[config.mk]
export PLATFORM = sky130hd
export DESIGN_NAME = secded_decoder
export DESIGN_NICKNAME = d
export VERILOG_FILES = /design/src/rtl/secded_decoder.sv
export SDC_FILE = /design/constraint.sdc
export NUM_CORES = 1
export LEC_CHECK = 0
export BUFFER_PORTS_ARGS = -buffer_cell sky130_fd_sc_hd__buf_2
export CORE_ASPECT_RATIO = 1.25
export CORE_MARGIN = 4
export CORE_UTILIZATION = 60
export CTS_CLUSTER_DIAMETER = 40
export DETAILED_ROUTE_END_ITERATION = 7
export PLACE_DENSITY = 0.89
export SKIP_LAST_GASP = 1
export SLEW_MARGIN = 30
export SYNTH_ARGS = -nofsm -noshare
export SYNTH_HDL_FRONTEND = slang
export SYNTH_SLANG_ARGS = --single-unit
[constraint.sdc]
create_clock -name clk -period 5.3 [get_ports clk]
set_clock_uncertainty 0.2 [all_clocks]
set_input_delay 0.265 -clock clk [delete_from_list [all_inputs] [get_ports clk]]
set_output_delay 0.265 -clock clk [all_outputs]
set_load 0.02 [all_outputs]
[src/rtl/secded_decoder.sv]
// secded_decoder: streams NUM_WORDS SECDED codewords from byte memory and writes back corrected data with error flags
module secded_decoder #(
  parameter int SRC_BASE  = 30,
  parameter int DST_BASE  = 0,
  parameter int NUM_WORDS = 15
) (
  input  logic       clk,
  input  logic       reset,
  output logic [7:0] mem_addr,
  input  logic [7:0] mem_rd_data,
  output logic       mem_wr_en,
  output logic [7:0] mem_wr_data,
  output logic       done,
  output logic [3:0] err1_cnt,
  output logic [3:0] err2_cnt
);
  localparam int IW = NUM_WORDS > 1 ? $clog2(NUM_WORDS) : 1;
  typedef enum logic [2:0] {IDLE, RD_LO, RD_HI, WR_LO, WR_HI, DONE} state_t;
  state_t state, state_nx;
  logic [IW-1:0] idx;
  logic [15:0] cw, cw_c;
  logic [3:0] syn;
  logic par, last, unused_bits;
  logic [1:0] flags;
  logic [10:0] data;
  logic [7:0] off, lo_byte, hi_byte;
  assign last = idx == IW'(NUM_WORDS - 1);
  assign off = 8'({idx, 1'b0});
  // syndrome is the XOR of the positions of every set bit
  always_comb begin
    syn = '0;
    for (int k = 1; k < 16; k++) syn ^= cw[k] ? 4'(k) : 4'd0;
  end
  assign par = ^cw;
  assign cw_c = par ? cw ^ (16'd1 << syn) : cw;
  assign flags = par ? 2'b01 : (syn != 4'd0 ? 2'b10 : 2'b00);
  assign data = {cw_c[15:9], cw_c[7:5], cw_c[3]};
  assign lo_byte = data[7:0];
  assign hi_byte = {flags, 3'b000, data[10:8]};
  assign unused_bits = ^{cw_c[8], cw_c[4], cw_c[2:0]};
  // next state and memory port; writes are suppressed while reset is pending so an abort writes nothing more
  always_comb begin
    state_nx = state;
    mem_addr = '0;
    mem_wr_en = 1'b0;
    mem_wr_data = '0;
    unique case (state)
      IDLE:  state_nx = RD_LO;
      RD_LO: begin
        mem_addr = 8'(SRC_BASE) + off;
        state_nx = RD_HI;
      end
      RD_HI: begin
        mem_addr = 8'(SRC_BASE) + off + 8'd1;
        state_nx = WR_LO;
      end
      WR_LO: begin
        mem_addr = 8'(DST_BASE) + off;
        mem_wr_en = ~reset;
        mem_wr_data = lo_byte;
        state_nx = WR_HI;
      end
      WR_HI: begin
        mem_addr = 8'(DST_BASE) + off + 8'd1;
        mem_wr_en = ~reset;
        mem_wr_data = hi_byte;
        state_nx = last ? DONE : RD_LO;
      end
      DONE:  state_nx = DONE;
      default: state_nx = IDLE;
    endcase
  end
  // state, codeword latch, word index, saturating error counters and done flag
  always_ff @(posedge clk) begin
    if (reset) begin
      state <= IDLE;
      idx <= '0;
      cw <= '0;
      done <= 1'b0;
      err1_cnt <= '0;
      err2_cnt <= '0;
    end else begin
      state <= state_nx;
      if (state == RD_LO) cw[7:0] <= mem_rd_data;
      if (state == RD_HI) cw[15:8] <= mem_rd_data;
      if (state == WR_HI) begin
        idx <= last ? idx : idx + 1'b1;
        done <= last;
        err1_cnt <= err1_cnt + 4'(flags == 2'b01 && err1_cnt != 4'hf);
        err2_cnt <= err2_cnt + 4'(flags == 2'b10 && err2_cnt != 4'hf);
      end
    end
  end
endmodule

; Yosys cells after proc, flatten, opt, wreduce, memory -nomap -nowiden
; Cells that the tools add are included.
[totals]
register_bits = 32
inputBits = 10
out_inout_bits = 26
wordCells = 71
[op_classes]
add_sub_neg = 6
eq_ne = 10
n_shift = 1
muxes = 23
bitwise = 17
reduce_logical = 7
[ops]
columns = op, count
row1 = $mux 4, 8
row2 = $pmux 7 s4, 1
row3 = $xor 4x4->4, 7
row4 = $pmux 3 s6, 1
row5 = $mux 16, 1
row6 = $pmux 8 s2, 1
row7 = $reduce_xor 16->1, 1
row8 = $shl 1x4->16 const A, 1
row9 = $xor 16x16->16, 1
row10 = $mux 3, 5
row11 = $xor 3x3->3, 3
row12 = $add 4x1->4, 2
row13 = $mux 2, 4
row14 = $ne 4x4->1 const B, 2
row15 = $add 6x1->7 const B, 1
row16 = $add 5x1->6 const B, 1
row17 = $add 5x5->6 const A, 1
row18 = $eq 3x2->1 const B, 2
row19 = $eq 3x3->1 const B, 2
row20 = $add 4x1->4 const B, 1
row21 = $eq 4x4->1 const B, 1
row22 = $reduce_bool 4->1, 1
row23 = $xor 3x4->4, 1
row24 = $eq 3x1->1 const B, 1
row25 = 11 further kinds, 14

; Logic depth before layout (Yosys ltp)
; Gate-level depths: netlist of the first run.
[depth]
depth_word = 21
ltp_mapped = 13
ltp_nobuf = 12

; Worst setup path before layout of the first run
; OpenSTA, ideal clock, no wires.
[synth_path]
path_kind = register to register
from = reg cw[12]
to = reg err1_cnt[2]
setup_ns = 0.128
t_arrival_ns = 2.243
required_time_ns = 4.972
path_slack_ns = 2.729
path_stages_with_launch = 12
path_buffers = 0
period_less_slack_ns = 2.571
cell_sequence = dfxtp_1 > xnor3_2 > xor2_1 > nand2_2 > and2_2 > xnor2_1 > a41oi_1 > ha_1 > ha_1 > nand2_1 > xor2_1 > nor2_1
[synth_between]
elab_chain_cells = 11
word_cells_on_any_way = 12
cone_classes = 1 x add/sub / 1 x eq/ne / 3 x mux / 4 x bitwise / 3 x reduce/logical
[synth_lines]
columns = item, line
row1 = "start, declared", 21  ; logic [15:0] cw, cw_c;
row2 = "start signal, assigned", 85  ; if (state == RD_HI) cw[15:8] <= mem_rd_data;
row3 = $mux 4, 32  ; for (int k = 1; k < 16; k++) syn ^= cw[k] ? 4'(k) : 4'd0;
row4 = $xor 4x4->4 (4 in series), 32
row5 = $reduce_bool 4->1, 36  ; assign flags = par ? 2'b01 : (syn != 4'd0 ? 2'b10 : 2'b00);
row6 = $mux 2, 36
row7 = $mux 2 (*), 36
row8 = $eq 2x1->1 (*), 89  ; err1_cnt <= err1_cnt + 4'(flags == 2'b01 && err1_cnt != 4'hf);
row9 = $logic_and 1x1->1 (*), 89
row10 = $add 4x1->4 (*), 89
row11 = "end signal, assigned", 89
row12 = "end, declared", 14  ; output logic [3:0] err1_cnt,
; Every way passes the cells marked *; elsewhere a longest branch is shown, timed or not.
; A chain may end at the register's enable or synchronous reset.

; Worst setup path after layout of the first run
[layout_path]
from = reg cw[12]
to = out mem_wr_data[7]
[layout_between]
elab_chain_cells = 9
word_cells_on_any_way = 13
cone_classes = 1 x shift / 5 x mux / 5 x bitwise / 2 x reduce/logical
[layout_lines]
columns = item, line
row1 = $mux 4, 32
row2 = $xor 4x4->4 (4 in series), 32
row3 = $reduce_bool 4->1 / $shl 1x4->16 (equally long branches), "36, 35"
row4 = $mux 2 / $xor 16x16->16 (equally long branches), "36, 35"
row5 = $mux 2 / $mux 16 (equally long branches), "36, 35"
row6 = $pmux 8 s2 (*), 47  ; unique case (state)
row7 = "end, declared", 12  ; output logic [7:0] mem_wr_data,
; Marked as above.

==> qor.csv, run 1 <==
metric,value,unit
status,completed,
crit_fanout,5,
routed_wirelength,4.58,mm
finalSetupViolCount,0,
dpl.hpwl,3.41,mm
syn_inst,255,
netSwitchingFraction,35.1,%
critical_path.most_common_cell,xor2_1,
cts_made_buffers,5,
p_switching,0.275,mW
synth-seq-cells,32,
grt_pass1_wl,7.22,mm
grt_pass1_vias,1677,
cp.arrival,2.44,ns
static-leakage-power,1.01,nW
nFillCells,295,
ctsResizeCount,0,
cts_tree,yes,
antenna_found_initial,0,
drv_cap,0,
ys.warnings.count,0,
ctsHtreeMaxLevel,2,
grt.busiest_layer,met2,
ir_drop,0.203,mV
total_power,0.782,mW
synthTopCellsByCount,"nand2_1 (41), nor2_1 (33), dfxtp_1 (32)",
grt_max_degree,34,
post_dp_cell_area,2250,um^2
fmax,0.344,GHz
gr-usage-met2,38.7,%
vias_per_cell,5.51,
synth_most_common_cell,nand2_1,
critPathMaxStageDelay,0.51,ns
grt_usage,21.3,%
antenna_cells,0,
maxSlewViolCount,0,
wl_per_cell,14.3,um
hold_slack,0.0294,ns
synth_area,2120,um^2
utilization,71.3,%
period_share,54.8,%
synth_edf_count,0,
dr.pass1.iters,4,
synth_cell_types,40,
finalNetCount,298,
core_area,3310,um^2
design_area,2360,um^2
cp_cell_sequence,xnor3_2 > xor2_1 > nand2_2 > o22ai_2 > nand2_1 > xor2_1 > o22ai_1 > buf_2,
synth.area.top_cells,"dfxtp_1 (30%), xor2_1 (9.9%), mux2i_1 (8.0%)",
overflow,0,
start_kind,register,
synthToLayoutAreaGrowth,11.5,%
cp-end-kind,primary output,
place.gp.congestion,0.831,
rsz0062_at_grt,false,
drive_gt1_share,19.9,%
worst_slew_pin_slew,0.968,ns
cp.buffers_inverters,1,
pwr-share-comb,35.7,%
numClockSinks,32,
start_util,64.0,%
pin_count,36,
crit_family,XOR/XNOR gates,
drt_iter0_drc,101,
p_int,0.508,mW
crit_path_top_delay_cell,xnor3_2,
io_buffers,33,
die_area,4550,um^2
netlist.area_leader.share,30.2,%
ant_nets,0,
holdBufCountCts,0,
yosysSeqAreaShare,30.2,%
use_met3,5.73,%
cts_root_buf,clkbuf_8,
rows,23,
powerDensity,331,nW/um^2
vias,1758,
clkSlewWorstSetupHoldPaths,0.07,ns
clk_latency,0.29,ns
syn_avg_cell_area,8.31,um^2
drc,0,
die_w,61.1,um
synthArstFlopShare,0,%
required,4.84,ns
power_frac_seq,34.5,%
tns,0,ns
cts_buffer_depth,2,
path_class,register to primary output,
postCtsSetupBuffers,0,
synth_top_flop_cell,dfxtp_1,
relSlewSlack,35.3,%
synth_top_area_cell,dfxtp_1,
period_needed,2.90,ns
min_path_type,input port to register,
fp.dieH,74.4,um
hold_viol,0,
pwr-share-clk,29.8,%
grt_use_met1,22.5,%
## flip-flops by register name (all words and copies together), names as in the netlist
name,cells
state,3
cw,16
err2_cnt,4
done,1
idx,4
err1_cnt,4
## path summary, 6_finish.rpt
path,from,endpoint,slack (ns),cells after the start
setup / recovery,cw[12],mem_wr_data[7],2.40,8
hold / removal,mem_rd_data[2],cw[2],0.03,3
setup reg to reg,cw[12],err1_cnt[2],2.50,11
hold reg to reg,done,done,0.27,2
## final cells by class
cell class,count,area (um^2),share of cell area (%)
tap,37,46.3,1.96
multi-input combinational,205,1380,58.6
clock inverter,2,35.0,1.48
timing repair buffer,34,173,7.31
sequential,32,641,27.1
clock buffer,6,72.6,3.07
inverter,3,11.3,0.477
## placed cells by master, fill, tap and decap left out, types with 11 or more instances in the layout
cell type / n
xnor2_1: 13
xor2_1: 24
mux2i_1: 17
nand2_1: 41
o22ai_1: 11
buf_2: 33
a21oi_1: 11
nor2_1: 33
dfxtp_1: 32
## logic make-up (layout without fill, tap and decap cells)
logic type      after synthesis  count (layout)  share of synthesized area (%)
compound gates               37              37                           11.6
xor+xnor                     42              42                           19.5
fa+ha+maj                     9               9                           5.08
buf+inv                      19              45                           4.67
flops                        32              32                           30.2
mux                          17              17                           8.03
other cells                   1               2                          0.177
simple gates                 98              98                           20.7
## power groups by stage
stage	registers (mW)	clock network [mW]	logic, mW
final	0.270	0.233	0.280
after global placement	0.274	0	0.267
after floorplan	0.268	0	0.233
after detailed placement	0.275	0	0.275
after global routing	0.271	0.247	0.306
after CTS	0.269	0.236	0.279
## metal layers
| metal | vias to the layer above | wire length (um) |
|---|---|---|
| met5 | - | 0 |
| met4 | 0 | 58 |
| met2 | 37 | 2470 |
| li1 | 897 | - |
| met1 | 818 | 1820 |
| met3 | 6 | 226 |
## tightest hold or removal path: cells and delay by family
kind	cells	cell delay (ns)
buffers and inverters	1	0.09
multiplexers	1	0.06
AND/OR/NAND/NOR	1	0.07
## through the flow
| step | cells | setup WS [ns] |
|---|---|---|
| final | 319 | 2.40 |
| after global routing | 319 | 2.25 |
| after CTS | 319 | 2.41 |
| after detailed placement | 311 | 2.52 |
| after global placement | 311 | 2.63 |
| after floorplan | 256 | 2.73 |
Power figures use the tool's default switching activity.
==> inputs of run 2 (changes only) <==
Settings changed: CORE_UTILIZATION 60 to 56, PLACE_DENSITY 0.89 to 0.85.
Clock period 5.3 ns to 3 ns, I/O delays scaled along.
==> qor.csv, run 2 (synthesis results as in run 1) <==
metric,value,unit,change
status,completed,,
pwr-share-clk,24.3,%,-5.5 points
required,2.65,ns,-2.19 ns
post_dp_cell_area,2270,um^2,+0.78%
critical_path.most_common_cell,xor2_1,,
cp_cell_sequence,xnor3_2 > xor2_1 > nand2_2 > o22ai_2 > nand2_1 > xor2_1 > o22ai_1 > buf_2,,
clkSlewWorstSetupHoldPaths,0.07,ns,about the same
dr.pass1.iters,5,,+1
design_area,2430,um^2,+2.9%
die_area,4840,um^2,+6.3%
worst_slew_pin_slew,0.734,ns,-0.235 ns
power_frac_seq,36.9,%,+2.4 points
rows,24,,+4.3%
place.gp.congestion,0.878,,+5.7%
ir_drop,0.381,mV,+87%
pwr-share-comb,38.8,%,+3.1 points
final_common_cell,nand2_1,,
pin_count,36,,unchanged
largest_reg_flops,16,,unchanged
period_share,93.4,%,
drive_gt1_share,19.6,%,-0.27 points
routed_wirelength,4.48,mm,-2.2%
finalNetCount,308,,+3.4%
finalSetupViolCount,0,,unchanged
rsz0062_at_grt,false,,
powerDensity,530,nW/um^2,+60%
mostFrequentLayoutCells,"nand2_1 (41), nor2_1 (33), buf_2 (33), dfxtp_1 (32), xor2_1 (24)",,
nFillCells,287,,-2.7%
cts_tree,yes,,
start_util,59.3,%,-4.7 points
ant_nets,0,,unchanged
grt_pass1_vias,1727,,+3.0%
maxSlewViolCount,0,,unchanged
crit_family,XOR/XNOR gates,,
fmax,0.357,GHz,
final_cells,330,,+3.4%
vias_per_cell,5.47,,-0.80%
relSlewSlack,51.0,%,+16 points
path_class,register to primary output,,
start_kind,register,,
core_area,3570,um^2,+8.0%
cts_buffer_depth,2,,unchanged
tns,0,ns,unchanged
drt_iter0_drc,94,,-6.9%
vias,1804,,+2.6%
numClockSinks,32,,unchanged
cp.arrival,2.45,ns,about the same
grt_max_degree,34,,unchanged
static-leakage-power,1.04,nW,+3.0%
grt_pass1_wl,7.64,mm,+5.7%
ctsResizeCount,0,,unchanged
antenna_cells,0,,unchanged
die_w,63.0,um,+3.1%
postCtsSetupBuffers,0,,unchanged
fp.dieH,76.8,um,+3.1%
drv_cap,0,,unchanged
netSwitchingFraction,36.5,%,+1.4 points
dp.cells,315,,+1.3%
crit_path_top_delay_cell,xnor3_2,,
grt_usage,19.6,%,-1.7 points
overflow,0,,unchanged
period_needed,2.80,ns,
cts_root_buf,clkbuf_8,,
cts_made_buffers,5,,unchanged
dpl.hpwl,3.31,mm,-2.9%
critPathMaxStageDelay,0.45,ns,-0.06 ns
io_buffers,33,,unchanged
hold_viol,0,,unchanged
wl_per_cell,13.6,um,-5.4%
crit_fanout,5,,unchanged
clk_latency,0.28,ns,about the same
ctsHtreeMaxLevel,2,,unchanged
p_int,0.817,mW,+61%
p_switching,0.470,mW,+71%
total_power,1.29,mW,+64%
drc,0,,unchanged
synthToLayoutAreaGrowth,14.6,%,
top_register,cw,,
cp-end-kind,primary output,,
min_path_type,input port to register,,
cp.buffers_inverters,1,,unchanged
antenna_found_initial,0,,unchanged
[run 2: changes by cell type in the layout (fill, tap and decap cells not counted)]
cell	previous run	this run
dlygate4sd3_1	0	8
buf_4	1	3
bufinv_16	1	0
[run 2: stage by stage]
stage               setup slack [ns]  util [%]  hold WS, ns
finish                         0.199      68.0        0.144
global route                  0.0474      68.0        0.167
CTS                            0.186      68.0        0.139
detailed placement             0.278      63.6        0.209
global placement               0.371      63.6        0.201
floorplan                      0.429         -       0.0971
[run 2: per-layer routing]
metal / global-route usage [%] / vias to the layer above / share of wire [%]
met2: 35.8 / 50 / 51
met1: 21.0 / 824 / 42
met3: 4.53 / 11 / 5.0
li1: - / 919 / -
met4: 9.05 / 0 / 2.3
met5: 0 / - / 0
[run 2: final cells by class]
cell class	count	area [um^2]	share of cell area, %
Clock buffer	6	72.6	2.99
Tap cell	39	48.8	2.01
Multi-Input combinational cell	205	1380	56.9
Timing Repair Buffer	44	268	11.0
Sequential cell	32	641	26.4
Clock inverter	1	5.00	0.206
Inverter	3	11.3	0.464
[run 2: power by group through the flow]
stage               clock network, mW  registers (mW)  logic (mW)
floorplan                           0           0.473       0.411
global placement                    0           0.482       0.478
detailed placement                  0           0.484       0.487
CTS                             0.324           0.474       0.498
global route                    0.342           0.478       0.551
finish                          0.312           0.475       0.499
[run 2: worst paths after layout]
check / depth (start not counted) / to / slack, ns / from
max: 8 / mem_wr_data[0] / 0.20 / cw[13]
min: 2 / idx[2] / 0.14 / reset
max reg2reg: 11 / err1_cnt[2] / 0.26 / cw[13]
min reg2reg: 2 / done / 0.26 / done
[run 2: repair_timing]
item                       4_1_cts  5_1_grt
hold endpoints to repair        16        0
hold buffers                     8        0
setup endpoints to repair        0        0
